<file path="src/rtl/cpu_pkg.sv">
// Shared CPU definitions: datapath widths, opcodes, stage3 FSM states and the op payload.
package cpu_pkg;

    localparam int unsigned ADDR_W    = 16;
    localparam int unsigned DATA_W    = 8;
    localparam int unsigned REG_IDX_W = 9;

    localparam logic [7:0] OPCODE_READRAM8   = 8'd1;
    localparam logic [7:0] OPCODE_JUMPMINUS  = 8'd2;

    typedef enum logic [1:0] {
        S3_IDLE = 2'd0,
        S3_REQ  = 2'd1,
        S3_WB   = 2'd2
    } stage3_state_e;

    typedef struct packed {
        logic [ADDR_W-1:0]    address;
        logic [REG_IDX_W-1:0] dest_reg;
    } op_t;

endpackage

</file>
<file path="src/rtl/stage3_op_buf.sv">
// Two-slot op holder for stage3: an active op being serviced plus one pending op.
module stage3_op_buf
    import cpu_pkg::*;
(
    input  logic clk_i,
    input  logic rst_i,
    input  logic push_i,
    input  op_t  op_i,
    input  logic pop_i,
    output logic accept_o,
    output op_t  act_op_o,
    output logic pend_valid_o
);

    logic act_v_q, act_v_d;
    logic pend_v_q, pend_v_d;
    op_t  act_q, act_d;
    op_t  pend_q, pend_d;

    // A completing active slot is refilled from pending first, else straight from the input.
    always_comb begin
        act_v_d  = act_v_q;
        pend_v_d = pend_v_q;
        act_d    = act_q;
        pend_d   = pend_q;
        if (pop_i) begin
            if (pend_v_q) begin
                act_d    = pend_q;
                pend_v_d = 1'b0;
            end else if (push_i) begin
                act_d = op_i;
            end else begin
                act_v_d = 1'b0;
            end
        end else if (push_i) begin
            if (!act_v_q) begin
                act_d   = op_i;
                act_v_d = 1'b1;
            end else begin
                pend_d   = op_i;
                pend_v_d = 1'b1;
            end
        end
    end

    always_ff @(posedge clk_i or posedge rst_i) begin
        if (rst_i) begin
            act_v_q  <= 1'b0;
            pend_v_q <= 1'b0;
            act_q    <= '0;
            pend_q   <= '0;
        end else begin
            act_v_q  <= act_v_d;
            pend_v_q <= pend_v_d;
            act_q    <= act_d;
            pend_q   <= pend_d;
        end
    end

    assign accept_o     = !pend_v_q;
    assign act_op_o     = act_q;
    assign pend_valid_o = pend_v_q;

endmodule

</file>
<file path="src/rtl/stage3_mem.sv">
// Memory-read stage: issues READRAM8 reads to the RAM arbiter and writes the byte to the regfile.
// Optional STAGE3_MEM_TIMEOUT_EN abandons a read after TIMEOUT_CYCLES and sets a sticky error.
module stage3_mem
    import cpu_pkg::*;
#(
    parameter int unsigned TIMEOUT_CYCLES = 64
) (
    input  logic                 ram_clk,
    input  logic                 rst,
    input  logic                 stage3_read,
    input  logic [ADDR_W-1:0]    stage3_read_address,
    input  logic [REG_IDX_W-1:0] stage3_dest_reg,
    output logic                 stage3_accept,
    output logic                 stage3_ram_read,
    output logic [ADDR_W-1:0]    stage3_ram_read_address,
    input  logic                 stage3_ram_read_ready,
    input  logic [DATA_W-1:0]    stage3_ram_read_data_out,
    output logic                 reg_write_en,
    output logic [REG_IDX_W-1:0] reg_write_addr,
    output logic [DATA_W-1:0]    reg_write_data,
    output logic                 stage3_ready,
    output logic                 stage3_err
);

    stage3_state_e        state_q, state_d;
    op_t                  in_op;
    op_t                  act_op;
    logic                 pend_valid;
    logic                 push_c;
    logic                 pop_c;
    logic                 capture_c;
    logic                 timeout_c;
    logic                 ram_read_q;
    logic                 reg_we_q;
    logic [REG_IDX_W-1:0] reg_waddr_q;
    logic [DATA_W-1:0]    reg_wdata_q;
    logic                 ready_q;

    assign in_op.address  = stage3_read_address;
    assign in_op.dest_reg = stage3_dest_reg;
    assign push_c         = stage3_read && stage3_accept;
    assign pop_c          = (state_q == S3_WB);
    assign capture_c      = (state_q == S3_REQ) && stage3_ram_read_ready;

    stage3_op_buf u_op_buf (
        .clk_i        (ram_clk),
        .rst_i        (rst),
        .push_i       (push_c),
        .op_i         (in_op),
        .pop_i        (pop_c),
        .accept_o     (stage3_accept),
        .act_op_o     (act_op),
        .pend_valid_o (pend_valid)
    );

`ifdef STAGE3_MEM_TIMEOUT_EN
    localparam int unsigned CNT_W = $clog2(TIMEOUT_CYCLES + 1);

    logic [CNT_W-1:0] cnt_q, cnt_d;
    logic             err_q;

    // Counter only advances in REQ, so every entry to REQ starts from zero.
    always_comb begin
        cnt_d = '0;
        if (state_q == S3_REQ) begin
            cnt_d = cnt_q + CNT_W'(1);
        end
    end

    assign timeout_c = (state_q == S3_REQ) && !stage3_ram_read_ready
                       && (cnt_q == CNT_W'(TIMEOUT_CYCLES - 1));

    always_ff @(posedge ram_clk or posedge rst) begin
        if (rst) begin
            cnt_q <= '0;
            err_q <= 1'b0;
        end else begin
            cnt_q <= cnt_d;
            if (timeout_c) begin
                err_q <= 1'b1;
            end
        end
    end

    assign stage3_err = err_q;
`else
    logic [31:0] unused_timeout_cycles;

    assign unused_timeout_cycles = 32'(TIMEOUT_CYCLES);
    assign timeout_c             = 1'b0;
    assign stage3_err            = 1'b0;
`endif

    always_comb begin
        state_d = state_q;
        case (state_q)
            S3_IDLE: if (push_c) state_d = S3_REQ;
            S3_REQ:  if (capture_c || timeout_c) state_d = S3_WB;
            S3_WB:   state_d = (pend_valid || push_c) ? S3_REQ : S3_IDLE;
            default: state_d = S3_IDLE;
        endcase
    end

    // Outputs are registered from the next state so they line up with the state they describe.
    always_ff @(posedge ram_clk or posedge rst) begin
        if (rst) begin
            state_q     <= S3_IDLE;
            ram_read_q  <= 1'b0;
            reg_we_q    <= 1'b0;
            reg_waddr_q <= '0;
            reg_wdata_q <= '0;
            ready_q     <= 1'b0;
        end else begin
            state_q    <= state_d;
            ram_read_q <= (state_d == S3_REQ);
            reg_we_q   <= capture_c;
            ready_q    <= (state_d == S3_WB);
            if (capture_c) begin
                reg_waddr_q <= act_op.dest_reg;
                reg_wdata_q <= stage3_ram_read_data_out;
            end
        end
    end

    assign stage3_ram_read         = ram_read_q;
    assign stage3_ram_read_address = act_op.address;
    assign reg_write_en            = reg_we_q;
    assign reg_write_addr          = reg_waddr_q;
    assign reg_write_data          = reg_wdata_q;
    assign stage3_ready            = ready_q;

endmodule

</file>
<file path="config.mk">
export PLATFORM = sky130hd
export DESIGN_NAME = stage3_mem
export DESIGN_NICKNAME = d
export VERILOG_FILES = /design/src/rtl/cpu_pkg.sv /design/src/rtl/stage3_op_buf.sv /design/src/rtl/stage3_mem.sv
export SDC_FILE = /design/constraint.sdc
export NUM_CORES = 1
export LEC_CHECK = 0
export ABC_AREA = 1
export CAP_MARGIN = 25
export CORE_UTILIZATION = 50
export DETAILED_ROUTE_END_ITERATION = 10
export HOLD_SLACK_MARGIN = 0.08
export PLACE_DENSITY = 0.84
export SLEW_MARGIN = 20
export SYNTH_ARGS = -nofsm -noshare
export SYNTH_HDL_FRONTEND = slang
export SYNTH_HIERARCHICAL = 1
export SYNTH_SLANG_ARGS = --single-unit
</file>
<file path="constraint.sdc">
create_clock -name ram_clk -period 1.9 [get_ports ram_clk]
set_input_delay 0.38 -clock ram_clk [delete_from_list [all_inputs] [get_ports ram_clk]]
set_output_delay 0.38 -clock ram_clk [all_outputs]
set_load 0.05 [all_outputs]
</file>
==> results.ini <==
[cts]
clk_pin_slew_ps = 70
htreeDepth = 3
postCtsSetupBuffers = 0
cts_root_buf = clkbuf_8
clk_latency_ps = 330
cts_inserted_buffers = 9
clockBufferDepth = 2
cts_sinks = 74
cts_tree = yes
hold_buffers = 0
post_cts_resized = 9

[setup_path]
critPathBufInv = 1
start_kind = flop
r2r_cells = 7
r2r-end = u_op_buf/act_op_o[4]
cp_cell_sequence = clkdlybuf4s50_1
cp-endpoint = reg_write_addr[6]
crit_arrival_ps = 1490
path_depth = 1
cp-end-kind = output pin
slowest_delay_ps = 810
cp_max_fo = 2
critPathLaunch = reg_write_addr[6]
r2r_start = state_q[0]
cpLargestDelayFamily = buffers and inverters
required_ps = 1520
cp_slowest_cell = clkdlybuf4s50_1
crit_type = reg2out
r2r_slack_ps = 270

[detailed_routing]
drt-initial-drc-count = 161
wl_mm = 6.84
final_antenna_net_count = 0
viasPerCell = 4.79
first_pass_iters = 8
drc = 14
post_drt_wl_per_cell_um = 12.3
vias = 2666

[outcome]
status = finished with violations
violations = design-rule violations

[layout]
syn2layout_area_growth_pct = 28.2
nets = 511
finalInstanceArea_um2 = 4290
final_cell_mix = nand2_1, dfrtp_1, inv_1
fill_cells = 538
drive_gt1_frac = 0.115
final_cells = 556
final_common_cell = nand2_1
antenna_cells = 0

[sta]
fmax_mhz = 536
setup_ws_ps = 33.6
worst_pin_slew_ps = 543
post-route-period-util = 0.982
max_slew_margin = 0.637
min_period_ps = 1870
setup_violations = 0
holdWs_ps = 436
clock_skew_ps = 4.87
final-hold-violation-count = 0
drv_slew = 0

[global_route]
grt_util_all_layers = 0.209
grt-ovfl-total = 0
grt_pass1_wl_mm = 11.7
grt_start_max_net_pins = 53
first_global_vias = 2638
antenna_found_initial = 0

[floorplan]
pin_count = 75
die_w_um = 83.8
coreArea_um2 = 6420
die-area_um2 = 7020
num_rows = 29
die_h_um = 83.8
initial_core_util = 0.521

[yosys]
synthFlopType = dfrtp_1
async_reset_ff_frac = 1.00
synth_edf_count = 0
synth_area_um2 = 3350
synth_cell_types = 18
ys_seq_elements = 74
synth_cells = 402
synth-seq-area-share = 0.553
postSynthAreaPerCell_um2 = 8.33
syn_nets = 439
synth_warnings = 6

[placed_design]
gp_congestion = 0.759
dp_slack_ps = 31.0
postPlaceCellArea_um2 = 4100
dp_hpwl_mm = 4.58
portBuffers = 73
place_inst = 540

[pwr]
max-vdd-ir-drop_v = 0.000823
power_density_nw_per_um2 = 1660
p_leak_nw = 2.51

[worst_hold_path]
hold_path.class = in2async

[run]
cap_violations = 0

-- state kept, by name, summed over array words and instances (netlist names) --
signal	count
reg_write_data	8
u_op_buf/act_v_q	1
u_op_buf/act_op_o	25
state_q	2
reg_write_en	1
stage3_ready	1
u_op_buf/pend_valid_o	1
stage3_ram_read	1
reg_write_addr	9
u_op_buf/pend_q	25
-- through the flow --
step / TNS (ps) / util / total power, mW
finish: 0 / 0.668 / 7.13
global route: -8.02 / 0.668 / 7.60
CTS: 0 / 0.663 / 7.19
detailed placement: 0 / 0.639 / 6.20
global placement: 0 / 0.639 / 6.08
floorplan: 0 / - / 5.15
-- cell type report --
type,instances,area [um2],area share
Sequential cell,74,1850,0.431
Multi-Input combinational cell,252,1140,0.265
Timing Repair Buffer,82,832,0.194
Inverter,55,209,0.0487
Clock buffer,13,149,0.0347
Tap cell,77,96.3,0.0224
Clock inverter,3,15.0,0.00350
-- power by group --
part,internal [mW],switching [mW],leakage (nW)
clock,0.505,0.526,0.0872
combinational,1.07,2.36,1.49
sequential,2.28,0.389,0.928
-- synth_stat cells (2+ instances only) --
cell type,n,area share
o21ai_2,17,0.044
nand3_1,26,0.039
inv_2,2,0.0022
buf_6,6,0.020
buf_2,9,0.013
dfrtp_1,74,0.55
clkbuf_1,2,0.0022
buf_4,4,0.0090
inv_1,52,0.058
o21ai_0,28,0.042
nand2_1,174,0.20
nand2_4,2,0.0067
-- per-layer routing --
| layer | global-route usage | share of wire |
|---|---|---|
| met5 | 0 | 0 |
| met4 | 0.0878 | 0.012 |
| met3 | 0.0425 | 0.065 |
| met1 | 0.268 | 0.43 |
| met2 | 0.346 | 0.50 |
-- cell families (layout without fill, tap and decap cells) --
| group | count (synthesis) | after routing | synth area share |
|---|---|---|---|
| other | 1 | 1 | 0.00112 |
| AO/OA/AOI/OAI | 45 | 45 | 0.0864 |
| flip-flops | 74 | 74 | 0.553 |
| AND/OR/NAND/NOR | 206 | 206 | 0.252 |
| buffers and inverters | 76 | 153 | 0.107 |
-- how the worst min path moves through the flow --
| stage | start | end | slack (ps) | cells after the start |
|---|---|---|---|---|
| after floorplan | rst | reg_write_addr[0] | 370 | 1 |
| after global placement | reg_write_data[5] | reg_write_data[5] | 460 | 2 |
| after detailed placement | reg_write_data[5] | reg_write_data[5] | 470 | 2 |
| after CTS | rst | reg_write_addr[7] | 430 | 3 |
| after global routing | rst | reg_write_data[2] | 460 | 3 |
| final | rst | reg_write_data[2] | 440 | 3 |
No activity file was read; power rests on OpenSTA's default activity.
